`src/rtl/cnn_ctrl_pkg.sv`:
```
// Shared types and defaults for the CNN layer controllers.
// The maxpool1 read controller imports its state encoding and response tag from here.
package cnn_ctrl_pkg;

    localparam int NUM_OUT_DEFAULT        = 5408;
    localparam int ADDR_W_DEFAULT         = 13;
    localparam int TIMEOUT_CYCLES_DEFAULT = 1048576;
    localparam int TO_W_DEFAULT           = 21;

    typedef enum logic [2:0] {
        ST_IDLE  = 3'd0,
        ST_START = 3'd1,
        ST_RUN   = 3'd2,
        ST_READY = 3'd3,
        ST_ERROR = 3'd4
    } state_t;

    // 0 = conv2 input loader, 1 = RISC-V debug/readback
    typedef logic req_id_t;

    typedef struct packed {
        logic    valid;
        req_id_t id;
        logic    oob;
    } resp_tag_t;

endpackage

```
`src/rtl/rr_arb2.sv`:
```
// Two-way round-robin arbiter with combinational grants.
// `last` remembers the most recent winner; on a tie the other requester wins.
module rr_arb2
    import cnn_ctrl_pkg::*;
(
    input  logic       clk,
    input  logic       resetn,
    input  logic [1:0] req,
    input  logic       enable,
    output logic [1:0] gnt
);

    req_id_t last;

    always_comb begin
        gnt = 2'b00;
        if (enable) begin
            if (req == 2'b11) begin
                gnt = (last == 1'b1) ? 2'b01 : 2'b10;
            end else begin
                gnt = req;
            end
        end
    end

    // Resetting to 1 makes requester 0 win the first tie.
    always_ff @(posedge clk) begin
        if (!resetn) begin
            last <= 1'b1;
        end else if (gnt[0]) begin
            last <= 1'b0;
        end else if (gnt[1]) begin
            last <= 1'b1;
        end
    end

endmodule

```
`src/rtl/maxpool1_read_ctrl.sv`:
```
// Launches and supervises the first max-pool run, then shares its single
// result read port between the conv2 loader (r0) and the debug path (r1).
module maxpool1_read_ctrl
    import cnn_ctrl_pkg::*;
#(
    parameter int NUM_OUT        = NUM_OUT_DEFAULT,
    parameter int ADDR_W         = ADDR_W_DEFAULT,
    parameter int TIMEOUT_CYCLES = TIMEOUT_CYCLES_DEFAULT,
    parameter int TO_W           = TO_W_DEFAULT
) (
    input  logic              clk,
    input  logic              resetn,
    input  logic              go,
    input  logic              clear,
    output logic              busy,
    output logic              pool_ready,
    output logic              error,
    output logic              pool_start,
    input  logic              pool_done,
    output logic [31:0]       pool_read_addr,
    input  logic [7:0]        pool_read_data,
    input  logic              r0_req,
    input  logic              r1_req,
    input  logic [ADDR_W-1:0] r0_addr,
    input  logic [ADDR_W-1:0] r1_addr,
    output logic              r0_gnt,
    output logic              r1_gnt,
    output logic              r0_rvalid,
    output logic              r1_rvalid,
    output logic [7:0]        r0_rdata,
    output logic [7:0]        r1_rdata,
    output state_t            dbg_state
);

    state_t            state, state_n;
    logic [TO_W-1:0]   to_cnt;
    logic              done_q;
    logic              done_edge;
    logic              timeout_hit;
    logic              leave_ready;

    assign done_edge   = pool_done & ~done_q;
    assign timeout_hit = (to_cnt == TO_W'(TIMEOUT_CYCLES - 1));
    assign dbg_state   = state;

    always_ff @(posedge clk) begin
        if (!resetn) begin
            state  <= ST_IDLE;
            to_cnt <= '0;
            done_q <= 1'b0;
        end else begin
            state  <= state_n;
            done_q <= pool_done;
            if (state == ST_START) begin
                to_cnt <= '0;
            end else if (state == ST_RUN) begin
                to_cnt <= to_cnt + TO_W'(1);
            end
        end
    end

    // A done edge in the timeout cycle still counts as completion.
    always_comb begin
        state_n    = state;
        busy       = 1'b0;
        pool_ready = 1'b0;
        error      = 1'b0;
        pool_start = 1'b0;
        case (state)
            ST_IDLE: begin
                if (go) state_n = ST_START;
            end
            ST_START: begin
                busy       = 1'b1;
                pool_start = 1'b1;
                state_n    = ST_RUN;
            end
            ST_RUN: begin
                busy = 1'b1;
                if (done_edge) begin
                    state_n = ST_READY;
                end else if (timeout_hit) begin
                    state_n = ST_ERROR;
                end
            end
            ST_READY: begin
                pool_ready = 1'b1;
                if (clear) begin
                    state_n = ST_IDLE;
                end else if (go) begin
                    state_n = ST_START;
                end
            end
            ST_ERROR: begin
                error = 1'b1;
                if (clear) state_n = ST_IDLE;
            end
            default: state_n = ST_IDLE;
        endcase
    end

    assign leave_ready = (state == ST_READY) && (state_n != ST_READY);

    // Handshake: a requester holds req/addr until it sees gnt in the same
    // cycle; each granted request returns exactly one rvalid two cycles later
    // unless READY is left first.
    logic [1:0]        gnt;
    logic [ADDR_W-1:0] sel_addr;
    logic              sel_oob;
    logic [ADDR_W-1:0] addr_q;

    rr_arb2 u_arb (
        .clk    (clk),
        .resetn (resetn),
        .req    ({r1_req, r0_req}),
        .enable (state == ST_READY),
        .gnt    (gnt)
    );

    assign r0_gnt   = gnt[0];
    assign r1_gnt   = gnt[1];
    assign sel_addr = gnt[1] ? r1_addr : r0_addr;
    assign sel_oob  = ({{(32-ADDR_W){1'b0}}, sel_addr} >= 32'(NUM_OUT));

    // Out-of-range reads leave the pool address untouched.
    always_ff @(posedge clk) begin
        if (!resetn) begin
            addr_q <= '0;
        end else if ((gnt != 2'b00) && !sel_oob) begin
            addr_q <= sel_addr;
        end
    end

    assign pool_read_addr = {{(32-ADDR_W){1'b0}}, addr_q};

    resp_tag_t s1, s2;

    always_ff @(posedge clk) begin
        if (!resetn || leave_ready) begin
            s1 <= '0;
            s2 <= '0;
        end else begin
            s1.valid <= (gnt != 2'b00);
            s1.id    <= gnt[1];
            s1.oob   <= sel_oob;
            s2       <= s1;
        end
    end

    logic [7:0] resp_data;
    logic [7:0] r0_hold, r1_hold;

    assign resp_data = s2.oob ? 8'h00 : pool_read_data;
    assign r0_rvalid = s2.valid && (s2.id == 1'b0);
    assign r1_rvalid = s2.valid && (s2.id == 1'b1);
    assign r0_rdata  = r0_rvalid ? resp_data : r0_hold;
    assign r1_rdata  = r1_rvalid ? resp_data : r1_hold;

    always_ff @(posedge clk) begin
        if (!resetn) begin
            r0_hold <= 8'h00;
            r1_hold <= 8'h00;
        end else begin
            if (r0_rvalid) r0_hold <= resp_data;
            if (r1_rvalid) r1_hold <= resp_data;
        end
    end

endmodule

```
`config.mk`:
```
export PLATFORM = sky130hd
export DESIGN_NAME = maxpool1_read_ctrl
export DESIGN_NICKNAME = d
export VERILOG_FILES = /design/src/rtl/cnn_ctrl_pkg.sv /design/src/rtl/rr_arb2.sv /design/src/rtl/maxpool1_read_ctrl.sv
export SDC_FILE = /design/constraint.sdc
export NUM_CORES = 1
export LEC_CHECK = 0
export CAP_MARGIN = 10
export CORE_MARGIN = 2
export CORE_UTILIZATION = 25
export CTS_CLUSTER_DIAMETER = 200
export DETAILED_ROUTE_END_ITERATION = 7
export PLACE_DENSITY = 0.51
export SLEW_MARGIN = 25
export SYNTH_ARGS = -nofsm -noshare
export SYNTH_HDL_FRONTEND = slang
export SYNTH_SLANG_ARGS = --single-unit
```
`constraint.sdc`:
```
create_clock -name clk -period 2 [get_ports clk]
set_input_delay 0.3 -clock clk [delete_from_list [all_inputs] [get_ports clk]]
set_output_delay 0.3 -clock clk [all_outputs]
set_load 0.005 [all_outputs]
```
**After elaboration in Yosys (flattened, before gate mapping)**

Index checks and enable logic that the tools add are counted.

- Register bits after elaboration: 61
- Input bits: 41
- Word-level logic and storage cells: 56

- $add $sub $neg: 1
- $lt $le $gt $ge: 1
- Eq/ne operators: 7
- Muxes and demuxes: 19
- Bitwise operators: 4
- Reductions and logical operators: 11

Operators with widths:

| operator | count |
|---|---|
| 8-bit two-way mux | 3 |
| 21-bit by 1-bit adder with 21-bit output (second input constant) | 1 |
| 21-bit by 20-bit == test with 1-bit output (second input constant) | 1 |
| 3-bit two-way mux | 5 |
| 3-bit case mux with 5 select lines | 1 |
| 13-bit greater-or-equal comparator (second input constant) | 1 |
| 13-bit two-way mux | 1 |
| 3-bit by 2-bit == test with 1-bit output (second input constant) | 2 |
| 1-bit two-way mux | 6 |
| 2-bit two-way mux | 3 |
| 1-bit logical AND | 4 |
| 2-bit OR reduction | 2 |
| 3-bit by 1-bit == test with 1-bit output (second input constant) | 1 |
| 3-bit == test (second input constant) | 1 |
| 3-bit zero test | 1 |
| 3-bit by 2-bit inequality test with 1-bit output (second input constant) | 1 |
| 1-bit NOT | 3 |
| 2-bit == test (second input constant) | 1 |
| 1-bit zero test | 2 |
| 2-bit nonzero test | 1 |
| 1-bit bitwise AND | 1 |
| 1-bit logical OR | 1 |

**Logic depth before layout (Yosys ltp)**

- Depth after elaboration: 7
- Depth in mapped cells: 9
- Depth with buffers taken out: 8

**Modules after synthesis**

A second synthesis with hierarchy kept.

- Cells, all modules: 383
- Area total of the unflattened synthesis: 3220.6 um2

By module, submodules not included:

| module | instances | cells an instance | area each (um2) | seq. area each (um2) |
|---|---|---|---|---|
| maxpool1_read_ctrl | 1 | 375 | 3164.3 | 1201.2 |
| rr_arb2 | 1 | 8 | 56.3 | 20.0 |

**Worst setup path after synthesis**

No wires, ideal clock.

- Path kind: reg-to-reg
- From: reg state[0] (netlist: dbg_state[0])
- To: reg addr_q[10]
- Setup time: 0.116 ns
- Arrival time: 1.633 ns
- Required time: 1.884 ns
- Path slack: 0.251 ns
- Stages on the path, launching flop included: 9
- Path buffers: 1
- Clock period less this slack: 1.749 ns
- Cell sequence: dfxtp_1 and2b_1 nand2_4 inv_4 nand3_4 mux2i_4 and2_4 buf_4 o211a_1

- Longest elaborated chain between the ends: 6
- Elaborated cells between the ends (all ways): 7
- Classes of those cells: order compare: 1; eq/ne: 1; mux: 2; reduce/logical: 3

RTL lines:

| item | RTL line | RTL |
|---|---|---|
| from (decl) | maxpool1_read_ctrl.sv:35 | `state_t state, state_n;` |
| from (signal assigned) | maxpool1_read_ctrl.sv:52 | `state <= state_n;` |
| 3-bit by 2-bit == test with 1-bit output * | maxpool1_read_ctrl.sv:116 | `.enable (state == ST_READY),` |
| 2-bit two-way mux * | rr_arb2.sv:17 | `if (enable) begin` |
| 13-bit two-way mux | maxpool1_read_ctrl.sv:122 | `assign sel_addr = gnt[1] ? r1_addr : r0_addr;` |
| 13-bit greater-or-equal comparator | maxpool1_read_ctrl.sv:123 | `assign sel_oob = ({{(32-ADDR_W){1'b0}}, sel_addr} >= 32'(NUM_OUT));` |
| 1-bit zero test | maxpool1_read_ctrl.sv:129 | `end else if ((gnt != 2'b00) && !sel_oob) begin` |
| 1-bit logical AND | maxpool1_read_ctrl.sv:129 |  |
| to (signal assigned) | maxpool1_read_ctrl.sv:130 | `addr_q <= sel_addr;` |
| to (decl) | maxpool1_read_ctrl.sv:110 | `logic [ADDR_W-1:0] addr_q;` |

Every way passes the cells marked *; elsewhere a longest branch is shown, timed or not.
A chain may end at the register's enable or synchronous reset.

**Worst setup path after layout**

- From: reg state[2] (netlist: dbg_state[2])
- To: out r1_gnt

- Longest elaborated chain between the ends: 2

RTL lines:

| item | RTL line | RTL |
|---|---|---|
| 3-bit by 2-bit == test with 1-bit output | maxpool1_read_ctrl.sv:116 |  |
| 2-bit two-way mux | rr_arb2.sv:17 |  |
| to (decl) | maxpool1_read_ctrl.sv:27 | `output logic r1_gnt,` |

No other way between the ends.

==> run metrics <==
outcome=complete, no violations; DR top layer=met4; Tot Pwr=2.94 mW; die width=111 um; Final #Nets=483; mapped cell area=2860 um^2; Rows=39; Setup CP Type=flop to output pin; Inst Count DP=570; area share of the largest cell type after synthesis=0.427; cts bufs inserted=9; Finished Layout Cells=589; drt total wl=7.23 mm; Placer Congestion=0.782; top post-synthesis cells by area=dfxtp_1 43%, nand2_1 6.7%, buf_4 5.2%; layout cells sized above 1=0.117; Final min period=1.92 ns; Total GRT Usage=0.121; CP max FO=2; IR Drop Worst-Case VDD=370 uV; Synth Register Bits=61; syn_area_per_cell=8.32 um^2; clock skew=0.00828 ns; Synth area leader=dfxtp_1; CP endpoint kind=output pin; largest net degree at the start of global routing=38; synthesis-to-layout area growth=46.8%; CTS HTree Levels=3; routed wire length on met2=3.35 mm; routed wl met3=368 um; Hold Path Cell Cnt=1; Cells after Synth=344; element type at the critical path start=flop; M1 WL=3.38 mm; First-pass DRT Iterations=4; CP arrival=1.62 ns; total gr overflow=0; via count of the routed design=2,595; Slew Viols, Final=0; Final setup viols=0; reg-to-reg startpoint=dbg_state[2]$_SDFF_PN0_; worst hold start=s1[1]$_SDFF_PP0_; R2R cell count=10; number of nets with antenna violations after routing=0; vias per inst=4.41; first-pass GRT wire length=12.1 mm; hold path endpoint=s2[1]$_SDFF_PP0_; Worst-Skew Late Latency=0.32 ns; max-cap viol count=0; Lkg Pwr=1.85 nW; full die area=12,300 um^2; synth warn=0; RSZ-0062 raised after global routing=no; CTS tree=built; Chip Height=111 um; maximum clock path buffer count=2; pwr dens=700 nW/um^2; period utilization=0.959; Worst-path clk slew=0.05 ns; initial drt markers=78; I/O Pins=100; number of library cell types mapped by synthesis=40; Root Buffer=clkbuf_16; # DRC=0; vias in the first global route=2,553; initial antenna violation count=0; worst path required time=1.70 ns; IO buf count=80; final hold violation count=0; worst hold path class=flop to flop; HPWL after detailed placement=5.11 mm; ANT cells=0; core area=11,300 um^2; Reg2Reg Capture Point=addr_q[6]$_SDFFE_PN0P_; R2R Setup Slk=0.22 ns; sequential fraction of the synthesis area=0.427; f_max=521 MHz; DR WL/cell=12.3 um; Sink Count=61; Initial Utilization=0.254
==> critical path, cell delays in order (launching register included) <==
cell           delay [ns]
dfxtp_1              0.31
and2b_2              0.22
buf_4                0.15
nand2_4              0.08
inv_4                0.04
nand3_4              0.07
inv_2                0.04
buf_4                0.13
dlygate4sd2_1        0.25
==> metrics by stage <==
step | setup WS [ns] | cell area, um^2 | TNS [ns] | util | hold WS, ns
detailed placement | -0.0280 | 3860 | -0.0280 | 0.342 | 0.419
global placement | 0.0304 | 3860 | 0 | 0.342 | 0.414
global route | 0.000947 | 4200 | 0 | 0.373 | 0.441
floorplan | 0.251 | 2930 | 0 | - | 0.406
finish | 0.0822 | 4200 | 0 | 0.373 | 0.425
CTS | -0.0223 | 4170 | -0.0371 | 0.370 | 0.430
==> cells in the final DEF, fill, tap and decap left out, types with 4 or more instances in the layout <==
cell type         n
o21ai_1          11
nand4_1          17
conb_1           19
and2_1           21
dfxtp_1          59
clkbuf_1          4
xor2_1            4
o211a_1          13
nor3_1           10
nand3_1          10
nand2b_1          9
inv_1             9
nand2_1          51
o21ai_0          12
clkdlybuf4s50_1  71
and3_1            4
nor2_1           19
dlymetal6s2s_1    5
or3_1             6
o22ai_1           4
buf_4            20
a21oi_1           9
clkbuf_16         9
xnor2_1          10
==> power by group <==
part           switching [mW]  total (mW)  leakage [nW]  internal, mW
clock                   0.501        1.41         0.134         0.905
combinational           0.128       0.287          1.22         0.159
sequential             0.0120        1.25         0.493          1.23
total                   0.641        2.94          1.85          2.30
==> kinds of logic after synthesis <==
logic type | count (synthesis) | synth area share
and+or+nand+nor | 163 | 0.297
xor gates and xnor gates | 14 | 0.0428
buffers and inverters | 46 | 0.0892
muxes | 3 | 0.0149
other | 1 | 0.00131
AOI/OAI and AO/OA | 55 | 0.123
DFF | 61 | 0.427
adders and majority gates | 1 | 0.00437
==> worst max-delay path by stage <==
stage / startpoint / to / slack [ns] / cells after the start
6_report: dbg_state[2]$_SDFF_PN0_ / r1_gnt / 0.08 / 8
5_1_grt: s2[0]$_SDFF_PP0_ / r1_rdata[1] / 0.0009 / 3
3_5_place_dp: r0_req / r0_gnt / -0.03 / 6
2_1_floorplan: dbg_state[0]$_SDFF_PN0_ / addr_q[10]$_SDFFE_PN0P_ / 0.25 / 8
4_1_cts: s2[1]$_SDFF_PP0_ / r0_rdata[0] / -0.02 / 4
3_3_place_gp: r0_req / r0_gnt / 0.03 / 6
==> synth_stat cells (all sizes together) <==
cell,number
mux2i,3
xor2,4
nor4,1
and2,22
o21a,1
dfxtp,61
and3,4
nor2b,3
and4,2
o211a,13
or2,2
or3,6
inv,11
xnor2,10
nand4,17
nor2,19
o22ai,4
o211ai,2
nor3b,1
o21ai,26
clkbuf,10
or4,1
ha,1
buf,25
nand2,52
nor3,11
nand2b,10
and2b,1
a21oi,9
nand3,11
conb,1
==> metal layers <==
metal,global-route usage,vias to the layer above
met5,0,-
met4,0.0617,0
met3,0.0339,10
met2,0.192,67
met1,0.149,1186
li1,-,1332
==> area by class of cell <==
class	count	area [um^2]
Clock inverter	1	5.00
Multi-Input combinational cell	255	1480
Sequential cell	61	1220
Fill cell	1185	7070
Clock buffer	15	268
Tap cell	143	179
Inverter	11	43.8
Timing Repair Buffer	103	997
==> flip-flops by register name (all words and copies together), names as in the netlist <==
register and cells:
done_q 1, r0_hold 8, r1_hold 8, s2 3, addr_q 13, dbg_state 3
s1 3, u_arb.last 1, to_cnt 21
==> timing repair <==
| item | CTS | global route |
|---|---|---|
| endpoints found under the setup margin | 15 | 17 |
| hold buffers | 0 | 0 |
| pin swaps | 1 | 0 |
| setup buffers | 3 | 0 |
| gates resized for setup | 21 | 16 |
No activity file was read; power rests on OpenSTA's default activity.
